`src/rtl/spu_pipe_stage.sv`:
```
// Multi-lane SPU pipeline register with valid/ready handshake, flush, per-lane kill and stall counter.
// Define SPU_PIPE_SKID_EN for a 2-entry skid buffer with registered in_ready; default is a single register.
module spu_pipe_stage #(
  parameter int LANES     = 2,
  parameter int PAYLOAD_W = 465,
  parameter int CNT_W     = 16
) (
  input  logic                       clk,
  input  logic                       reset,
  input  logic                       in_valid,
  output logic                       in_ready,
  input  logic [LANES-1:0]           in_lane_valid,
  input  logic [LANES*PAYLOAD_W-1:0] in_payload,
  input  logic [LANES-1:0]           kill_mask,
  input  logic                       flush,
  output logic                       out_valid,
  input  logic                       out_ready,
  output logic [LANES-1:0]           out_lane_valid,
  output logic [LANES*PAYLOAD_W-1:0] out_payload,
  output logic [1:0]                 occupancy,
  output logic [CNT_W-1:0]           stall_cnt
);

  typedef enum logic [1:0] {
    EMPTY = 2'd0,
    ONE   = 2'd1,
    TWO   = 2'd2
  } state_e;

  state_e                       state_q, state_d;
  logic [LANES-1:0]             main_lv_p1, main_lv_d;
  logic [LANES*PAYLOAD_W-1:0]   main_pl_p1, main_pl_d;
  logic [LANES-1:0]             cap_lv;
  logic                         in_fire;
  logic                         out_fire;
  logic                         cap_store;

  function automatic logic [CNT_W-1:0] sat_inc(input logic [CNT_W-1:0] v);
    return (&v) ? v : v + CNT_W'(1);
  endfunction

`ifdef SPU_PIPE_SKID_EN
  logic [LANES-1:0]             skid_lv_p1, skid_lv_d;
  logic [LANES*PAYLOAD_W-1:0]   skid_pl_p1, skid_pl_d;
  logic                         in_ready_q;

  assign in_ready = in_ready_q;
`else
  assign in_ready = ~out_valid | out_ready;
`endif

  assign out_valid      = (state_q != EMPTY);
  assign occupancy      = state_q;
  assign out_lane_valid = main_lv_p1;
  assign out_payload    = main_pl_p1;

  assign in_fire   = in_valid & in_ready;
  assign out_fire  = out_valid & out_ready;
  assign cap_lv    = in_lane_valid & ~kill_mask;
  // A bundle whose lanes are all squashed is consumed but never stored.
  assign cap_store = in_fire & (|cap_lv);

  always_comb begin
    state_d   = state_q;
    main_lv_d = main_lv_p1;
    main_pl_d = main_pl_p1;
`ifdef SPU_PIPE_SKID_EN
    skid_lv_d = skid_lv_p1;
    skid_pl_d = skid_pl_p1;
`endif
    if (flush) begin
      state_d   = EMPTY;
      main_lv_d = '0;
`ifdef SPU_PIPE_SKID_EN
      skid_lv_d = '0;
`endif
    end else begin
      unique case (state_q)
        EMPTY: begin
          if (cap_store) begin
            state_d   = ONE;
            main_lv_d = cap_lv;
            main_pl_d = in_payload;
          end
        end
        ONE: begin
          if (cap_store && out_fire) begin
            main_lv_d = cap_lv;
            main_pl_d = in_payload;
          end else if (out_fire) begin
            state_d = EMPTY;
`ifdef SPU_PIPE_SKID_EN
          end else if (cap_store) begin
            state_d   = TWO;
            skid_lv_d = cap_lv;
            skid_pl_d = in_payload;
`endif
          end
        end
        TWO: begin
`ifdef SPU_PIPE_SKID_EN
          if (out_fire) begin
            state_d   = ONE;
            main_lv_d = skid_lv_p1;
            main_pl_d = skid_pl_p1;
          end
`endif
        end
        default: state_d = EMPTY;
      endcase
    end
  end

  // Stage register boundary: head/skid storage, state and stall counter
  always_ff @(posedge clk or negedge reset) begin
    if (!reset) begin
      state_q    <= EMPTY;
      main_lv_p1 <= '0;
      main_pl_p1 <= '0;
      stall_cnt  <= '0;
`ifdef SPU_PIPE_SKID_EN
      skid_lv_p1 <= '0;
      skid_pl_p1 <= '0;
      in_ready_q <= 1'b1;
`endif
    end else begin
      state_q    <= state_d;
      main_lv_p1 <= main_lv_d;
      main_pl_p1 <= main_pl_d;
      if (out_valid && !out_ready) begin
        stall_cnt <= sat_inc(stall_cnt);
      end
`ifdef SPU_PIPE_SKID_EN
      skid_lv_p1 <= skid_lv_d;
      skid_pl_p1 <= skid_pl_d;
      in_ready_q <= (state_d != TWO);
`endif
    end
  end

endmodule

```
`config.mk`:
```
export PLATFORM = sky130hd
export DESIGN_NAME = spu_pipe_stage
export DESIGN_NICKNAME = d
export VERILOG_FILES = /design/src/rtl/spu_pipe_stage.sv
export SDC_FILE = /design/constraint.sdc
export NUM_CORES = 1
export LEC_CHECK = 0
export ABC_CLOCK_PERIOD_IN_PS = 2100
export CORE_AREA = 10 10 736 738
export CTS_BUF_LIST = sky130_fd_sc_hd__clkbuf_16
export DETAILED_ROUTE_END_ITERATION = 7
export DIE_AREA = 0 0 746 748
export GPL_TIMING_DRIVEN = 0
export PLACE_DENSITY_LB_ADDON = 0.12
export SLEW_MARGIN = 20
export SYNTH_ARGS = -nofsm -noshare
export SYNTH_HDL_FRONTEND = slang
export SYNTH_SLANG_ARGS = --single-unit
```
`constraint.sdc`:
```
create_clock -name clk -period 2.1 [get_ports clk]
set_clock_uncertainty 0.1 [all_clocks]
set_input_delay 0.42 -clock clk [delete_from_list [all_inputs] [get_ports clk]]
set_output_delay 0.42 -clock clk [all_outputs]
set_load 0.01 [all_outputs]
```
# After elaboration in Yosys (flattened, before gate mapping)
# Cells that the tools add are included.
# word_totals
input_bits	939
wordCells	48
regBits	950
# op_classes
reduce_logical	13
n_eq_ne	9
n_mux	12
n_addsub	1
bitwise_logic	9
# op_table
op	count
930-bit two-way mux	2
930-bit one-hot mux with 2 select lines	1
16-bit by 1-bit adder with 16-bit output, second input constant	1
16-bit AND reduction	1
2-bit two-way mux	7
3-bit != test, second input constant	4
4-bit AND reduction	2
2-bit != test, second input constant	3
2-bit one-hot mux with 3 select lines	1
2-bit one-hot mux with 2 select lines	1
2-bit nonzero test	2
1-bit bitwise AND	3
1-bit NOT	3
3-bit AND reduction	1
3-bit nonzero test	1
2-bit bitwise AND	1
2-bit by 1-bit == test with 1-bit output, second input constant	1
2-bit == test, second input constant	1
1-bit logical AND	2
2-bit zero test	1
2-bit NOT	1
2-bit AND reduction	1
2-bit OR reduction	1
1-bit zero test	1
1-bit bitwise OR	1

# Logic depth before layout (Yosys ltp)
# Gate-level depths: netlist (run 1).
# logic_depth
ltp_word	9
ltp_mapped	8

# Worst setup path after synthesis (run 1)
# No wires, ideal clock.
# synth_path
path_type	flip-flop to flip-flop
from	register state_q[0], in the netlist occupancy[0]
to	register main_pl_p1[206], in the netlist out_payload[206]
setup_slack_ns	0.203
setup_time_ns	0.125
required_ns	1.875
stages_incl_launch_ff	9
arrival_time_ns	1.672
path_cell_list	dfrtp_1 nor2b_4 inv_2 o211ai_4 nor2_4 buf_6 buf_12 buf_8 mux2_4
# synth_between
elab_chain_cells	8
word_cells_on_any_way	14
cone_classes	3 x eq/ne; 1 x mux; 5 x bitwise; 5 x reduce/logical
# synth_lines
element	line	source
start: declaration	30	state_e state_q, state_d;
start signal: assignment	127	state_q <= state_d;
2-bit nonzero test (*)	52	assign out_valid = (state_q != EMPTY);
1-bit NOT (*)	49	assign in_ready = ~out_valid | out_ready;
1-bit bitwise OR (*)	49	
net in_ready	11	output logic in_ready,
1-bit bitwise AND (*)	57	assign in_fire = in_valid & in_ready;
1-bit bitwise AND (*)	61	assign cap_store = in_fire & (|cap_lv);
1-bit logical AND	87	if (cap_store && out_fire) begin
2-bit != test (no line)	-	
4-bit AND reduction (no line) (*)	-	
end signal: assignment	129	main_pl_p1 <= main_pl_d;
end: declaration	32	logic [LANES*PAYLOAD_W-1:0] main_pl_p1, main_pl_d;
# Mark *: on every way through the listed nets, which the timed path passes. The rest lies on a longest branch.
# A chain may end at the register's enable or synchronous reset.

# Worst setup path in the final report (run 1)
# layout_path
from	register state_q[0], in the netlist occupancy[0]
to	register main_pl_p1[840], in the netlist out_payload[840]
# layout_between
elab_chain_cells	8
word_cells_on_any_way	14
cone_classes	3 x eq/ne; 1 x mux; 5 x bitwise; 5 x reduce/logical
# layout_lines
element	line
2-bit nonzero test	52
1-bit NOT	49
1-bit bitwise OR	49
1-bit bitwise AND	57
1-bit bitwise AND	61
1-bit logical AND	87
2-bit != test (no line)	-
4-bit AND reduction (no line)	-
# Parallel ways exist; a longest one is shown, timed or not.

==> run summary, run 1 <==
Status - finished, violations left
Failing checks - hold timing, setup timing
Dpl cells - 10900
Peak VDD IR - 0.558 mV
FF+latch count, synth - 949
Synthesized net count - 2992
Post-synth top flop - dfrtp_1
First-pass GRT wire length - 467000 um
Final worst slack - -0.284 ns
Syn avg cell area - 18.9 um2
Setup crit end kind - register
RSZ-0062 raised after global routing - yes
Via density - 2.59
Register area share after synthesis - 61.3%
Post-synth EDFFs - 0
Last weighted congestion value of the routability-driven placer - 0.874
Share of layout cells above drive strength 1 - 35.2%
Crit path capture - out_payload[840]
Syn. warnings - 0
Initial antenna violation count - 225
CP max stage delay - 0.39 ns
Max Root-Sink Buffers - 4
I/O pins - 1891
Netlist cell types - 30
Synth Area in Compound Gates - 0.136%
Rel. slew slack - 43.7%
1st-iter DRT viols - 1521
Area leader, netlist - dfrtp_1
Setup Viol. Count Final - 1036
Clock buffer count from CTS - 153
Simple-Gate Fraction of Synth Area - 0.711%
Post-DRT Antenna Nets - 0
Req. time, crit path - 2.72 ns
Port bufs - 1889
Power Total - 78200 uW
Dpl hpwl - 328000 um
Synthesized area - 38700 um2
All-Layer GR Usage - 13.1%
Arr. time, crit path - 3.00 ns
Crit Reg-Reg Endpoint - out_payload[840]
End-of-flow core utilization - 15.2%
Min-Delay Path Class - in2async
Height of the die - 748 um
Tcrit/Tclk final - 114%
# DRC - 0
Worst setup startpoint - occupancy[0]
Share of the synthesized area in the top cell type - 61.3%
Fillers - 58600
Top cells by area, synth - dfrtp_1, mux2_4, mux2_2
Root Buffer - clkbuf_16
CTS tree - done
Period minus WS final - 2.38 ns
DRT Wirelength - 389000 um
Power Density - 974 nW/um2
Final instance count without filler cells - 12000
Later-pin clock latency in the skew report - 0.85 ns
Final Hold Vio Count - 85
Die W - 746 um
Initial Util - 7.35%
Adder-cell share of the synthesized area - 0.0323%
Worst-path clk slew - 0.06 ns
Wire per inst - 32.5 um
Max Clk Rate - 420 MHz
Async SR Flop Fraction - 100%
R2R Path Start - occupancy[0]
Vias - 30900
Critical Path Fanout Max - 6
Instance count on the critical path - 11
Sink Count - 949
Cells after Synth - 2052
Synth Area in XOR/XNOR - 0.317%
Place WS - -1.26 ns
Rows - 267
Reg2Reg Depth - 11
Area of the multi-input gates - 13600 um2
Pin count of the biggest net entering global routing - 117
H-tree depth - 4
Synth-to-Final Area Change - 107%
Crit-path cells - nor2b_4, inv_2, o211ai_4, nor2_4, buf_12, buf_12, buf_16, buf_16, buf_12, buf_16, mux2_4
Critical path class - reg2reg
Register area - 23800 um2
Die area - 558000 um2
Crit path buffers/inverters - 7
Crit-path leading delay family - buffers and inverters
Lkg Pwr - 0.0356 uW
Startpoint types - register
Worst Max-Slew Pin Slew - 0.845 ns
Final Max Tran Viols - 0
Reg-to-reg slack, setup - -0.28 ns
Pre-antenna DRT Iters - 4
Fin Hold WS - -0.579 ns
Grt total ovfl - 0
Mux cell area share after synthesis - 33.9%
Main combinational cell family by area after synthesis - multiplexers
Max Cap Violations - 0
Core area - 527000 um2
Critical path's slowest cell - dfrtp_1
Number of global-route vias before repair - 34100
Final net count - 5734
-- synthesized netlist by cell type (5+ instances only) --
master / number
buf_12: 7
buf_2: 5
buf_4: 22
buf_8: 70
dfrtp_1: 949
mux2_2: 231
mux2_4: 701
nand2_1: 10
nand3_1: 6
nand4_1: 6
nor3_1: 5
xor2_1: 10
-- per-layer routing --
| metal | share of wire (%) | global-route usage [%] | vias up |
|---|---|---|---|
| met4 | 2.2 | 2.17 | 96 |
| li1 | - | - | 12900 |
| met1 | 39 | 14.8 | 15700 |
| met5 | 0.15 | 0 | - |
| met3 | 11 | 6.98 | 479 |
| met2 | 47 | 22.3 | 1703 |
-- cells by family after synthesis --
family | after synthesis
other cells | 1
buf+inv | 106
mux | 932
flops | 949
xor+xnor | 14
simple gates | 43
compound gates | 6
fa+ha+maj | 1
-- sequential cells by signal, summed over array words and instances, names as in the netlist --
name / flops
out_payload: 930
out_lane_valid: 2
stall_cnt: 16
occupancy: 1
-- worst min path at each step --
stage | end | slack (ns) | depth (start not counted)
detailed placement | out_payload[31] | 0.29 | 1
global placement | out_payload[110] | 0.39 | 1
global route | out_payload[59] | -0.62 | 1
floorplan | occupancy[0] | 0.02 | 0
finish | out_payload[26] | -0.58 | 1
CTS | out_payload[41] | -0.69 | 1
-- placed cells by master, fill, tap and decap left out, types with 70 or more instances in the layout --
cell	n
buf_12	103
buf_4	81
buf_6	85
clkbuf_16	187
clkdlybuf4s50_1	938
dfrtp_1	879
dfrtp_2	70
dlygate4sd2_1	366
dlygate4sd3_1	556
dlymetal6s2s_1	306
mux2_2	222
mux2_4	710
-- per-stage QoR --
| stage | TNS [ns] | area [um2] |
|---|---|---|
| final | -139.92 | 80300 |
| after floorplan | 0 | 38700 |
| after global routing | -267.83 | 80200 |
| after CTS | -371.28 | 78200 |
| after detailed placement | -1224.85 | 66600 |
| after global placement | - | 66400 |
-- report_power, final --
group | internal, uW | switching (uW) | total, uW
logic | 13400 | 13700 | 27100
registers | 22700 | 3200 | 25900
clock network | 14300 | 11000 | 25200
total | 50300 | 27900 | 78200
-- layout make-up --
type / instances / share of cell area (%)
sequential: 949 / 29.7
tap: 6994 / 10.9
antenna: 54 / 0.168
clock buffer: 153 / 4.77
multi-input combinational: 997 / 17.0
timing repair buffer: 2594 / 34.2
buffer: 98 / 2.26
inverter: 1 / 0.00467
clock inverter: 113 / 1.09
-- timing repair --
item / CTS / global route
buffers inserted: 66 / 20
cloned: 25 / 35
pin swaps: 0 / 1
endpoints found under the setup margin: 1900 / 1899
hold endpoints to repair: 814 / 212
gates resized for setup: 1649 / 832
hold buffers: 552 / 8
Power figures use the tool's default switching activity.
==> inputs of run 2 (changes only) <==
- ABC_CLOCK_PERIOD_IN_PS: 2100 -> 2600
- clock period: 2.1 -> 2.6 ns (I/O delays scaled with it)
==> run 2 against run 1 <==
Net effect: count of clock-buffer cells in the layout unchanged; worst hold slack improved by 0.28 ns; total power is 21% lower; clock power decreased by 19%; the run ends with hold timing left; final area is 11% lower; sequential share of layout area increased by 3.8 points; critical path type is now reg2out; highest routed layer unchanged; global-route usage fell by 0.22 points; worst setup slack better by 0.38 ns; cell count down 5.9%; sequential power is 20% lower.
==> run summary, run 2 (synthesis results as in run 1) <==
Critical Path Fanout Max - 2 (was 6)
Register area - 23800 um2 (about the same)
Max Clk Rate - 399 MHz
DRT Wirelength - 376000 um (was 389000 um)
Wire per inst - 33.4 um (was 32.5 um)
Final Max Tran Viols - 0 (unchanged)
Root Buffer - clkbuf_16 (unchanged)
Dpl hpwl - 328000 um (unchanged)
Rel. slew slack - 44.6% (was 43.7%)
CP max stage delay - 0.65 ns (was 0.39 ns)
Req. time, crit path - 1.98 ns (was 2.72 ns)
Peak VDD IR - 0.440 mV (was 0.558 mV)
CTS tree - done (unchanged)
Synth-to-Final Area Change - 83.8% (was 107%)
First-pass GRT wire length - 454000 um (was 467000 um)
Last weighted congestion value of the routability-driven placer - 0.874 (unchanged)
Startpoint types - register (unchanged)
Max Cap Violations - 0 (unchanged)
Die W - 746 um (unchanged)
Status - finished, violations left (unchanged)
H-tree depth - 4 (unchanged)
Crit Reg-Reg Endpoint - out_payload[257] (was out_payload[840])
Min-Delay Path Class - in2async (unchanged)
Initial Util - 7.35% (unchanged)
Tcrit/Tclk final - 96.3%
Rows - 267 (unchanged)
All-Layer GR Usage - 12.9% (was 13.1%)
Setup Viol. Count Final - 0 (was 1036)
Most frequent cells in the layout - clkdlybuf4s50_1, dfrtp_1, mux2_4, dlygate4sd2_1, mux2_2 (was clkdlybuf4s50_1, dfrtp_1, mux2_4, dlygate4sd3_1, dlygate4sd2_1)
# DRC - 0 (unchanged)
Fin Hold WS - -0.294 ns (was -0.579 ns)
Crit-path leading delay family - buffers and inverters (unchanged)
Core area - 527000 um2 (unchanged)
1st-iter DRT viols - 1332 (was 1521)
Setup TNS - 0 ns (was -139.92 ns)
Worst-path clk slew - 0.06 ns (about the same)
Pre-antenna DRT Iters - 5 (was 4)
Port bufs - 1889 (unchanged)
Worst Max-Slew Pin Slew - 0.831 ns (was 0.845 ns)
Commonest non-fill, non-tap cell in the layout - clkdlybuf4s50_1 (unchanged)
Final Hold Vio Count - 182 (was 85)
Vias - 28200 (was 30900)
Sink Count - 949 (unchanged)
Lkg Pwr - 0.0288 uW (was 0.0356 uW)
Via density - 2.51 (was 2.59)
Largest register FFs - 930 (unchanged)
Critical path's slowest cell - clkdlybuf4s15_1 (was dfrtp_1)
Share of layout cells above drive strength 1 - 32.8% (was 35.2%)
Initial antenna violation count - 244 (was 225)
Setup crit end kind - output port (was register)
Final net count - 5052 (was 5734)
Arr. time, crit path - 1.88 ns (was 3.00 ns)
Period minus WS final - 2.50 ns
Failing checks - hold timing (was hold timing, setup timing)
Later-pin clock latency in the skew report - 0.85 ns (about the same)
# hold bufs at CTS - 2 (was 552)
Pin count of the biggest net entering global routing - 117 (unchanged)
Power Density - 867 nW/um2 (was 974 nW/um2)
Grt total ovfl - 0 (unchanged)
Crit path buffers/inverters - 1 (was 7)
Height of the die - 748 um (unchanged)
I/O pins - 1891 (unchanged)
Crit-path cells - clkdlybuf4s15_1 (was nor2b_4, inv_2, o211ai_4, nor2_4, buf_12, buf_12, buf_16, buf_16, buf_12, buf_16, mux2_4)
Area of the multi-input gates - 13600 um2 (about the same)
Fillers - 59100 (was 58600)
Post-DRT Antenna Nets - 0 (unchanged)
Reg-to-reg slack, setup - 0.25 ns (was -0.28 ns)
End-of-flow core utilization - 13.5% (was 15.2%)
Max Root-Sink Buffers - 4 (unchanged)
Die area - 558000 um2 (unchanged)
Clock buffer count from CTS - 153 (unchanged)
Number of global-route vias before repair - 30800 (was 34100)
Critical path class - reg2out (was reg2reg)
Reg2Reg Depth - 9 (was 11)
R2R Path Start - occupancy[0] (unchanged)
RSZ-0062 raised after global routing - no (was yes)
==> run 2: worst max path at each step <==
stage | slack (ns) | from | endpoint | cells past startpoint
final | 0.1 | out_payload[763] | out_payload[763] | 1
after global routing | 0.003 | out_payload[623] | out_payload[623] | 1
after CTS | 0.0001 | out_payload[786] | out_payload[786] | 1
after detailed placement | -0.86 | in_lane_valid[0] | out_payload[589] | 8
after global placement | -53.98 | reset | out_payload[267] | 1
after floorplan | 0.65 | in_lane_valid[0] | out_payload[206] | 7
==> run 2: what timing repair did <==
action | CTS | global route
cloned | 0 | 1
resized for setup | 723 | 11
pin swaps | 0 | 0
hold endpoints to repair | 154 | 182
endpoints found under the setup margin | 1203 | 67
setup buffers | 4 | 0
==> run 2: cell type report <==
cell class | count | share of cell area (%)
flip-flops and latches | 949 | 33.4
repair buffers | 1905 | 26.5
multi-input cells | 997 | 19.1
well taps | 6994 | 12.3
clock buffers | 153 | 5.38
plain buffers | 105 | 1.97
clock inverters | 113 | 1.23
diodes | 33 | 0.116
inverters | 1 | 0.00527
==> run 2: per-layer routing <==
metal  GRT usage, %  share of wire [%]  wire, um  up-vias
met5              0               0.23       846        -
met4           1.89                2.0      7390      134
met3           7.47                 12     46500      525
met2           22.0                 47    178000     1761
met1           14.2                 38    143000    14300
li1               -                  -         -    11500
==> run 2: report_power, final <==
part           switching, uW  internal, uW  leakage (uW)
Combinational          10600         10000        0.0151
Sequential              2520         18300        0.0112
Clock                   8860         11500       0.00245
Total                  21900         39800        0.0288
==> run 2: metrics by stage <==
stage	area [um2]	std cells	power [uW]	setup WS (ns)
6_report	71200	11300	61700	0.0967
5_1_grt	71100	11200	65200	0.00320
4_1_cts	71100	11200	64200	0.000109
3_5_place_dp	66600	10900	43700	-0.861
3_3_place_gp	66400	10900	43800	-53.98
2_1_floorplan	38700	2052	26900	0.653
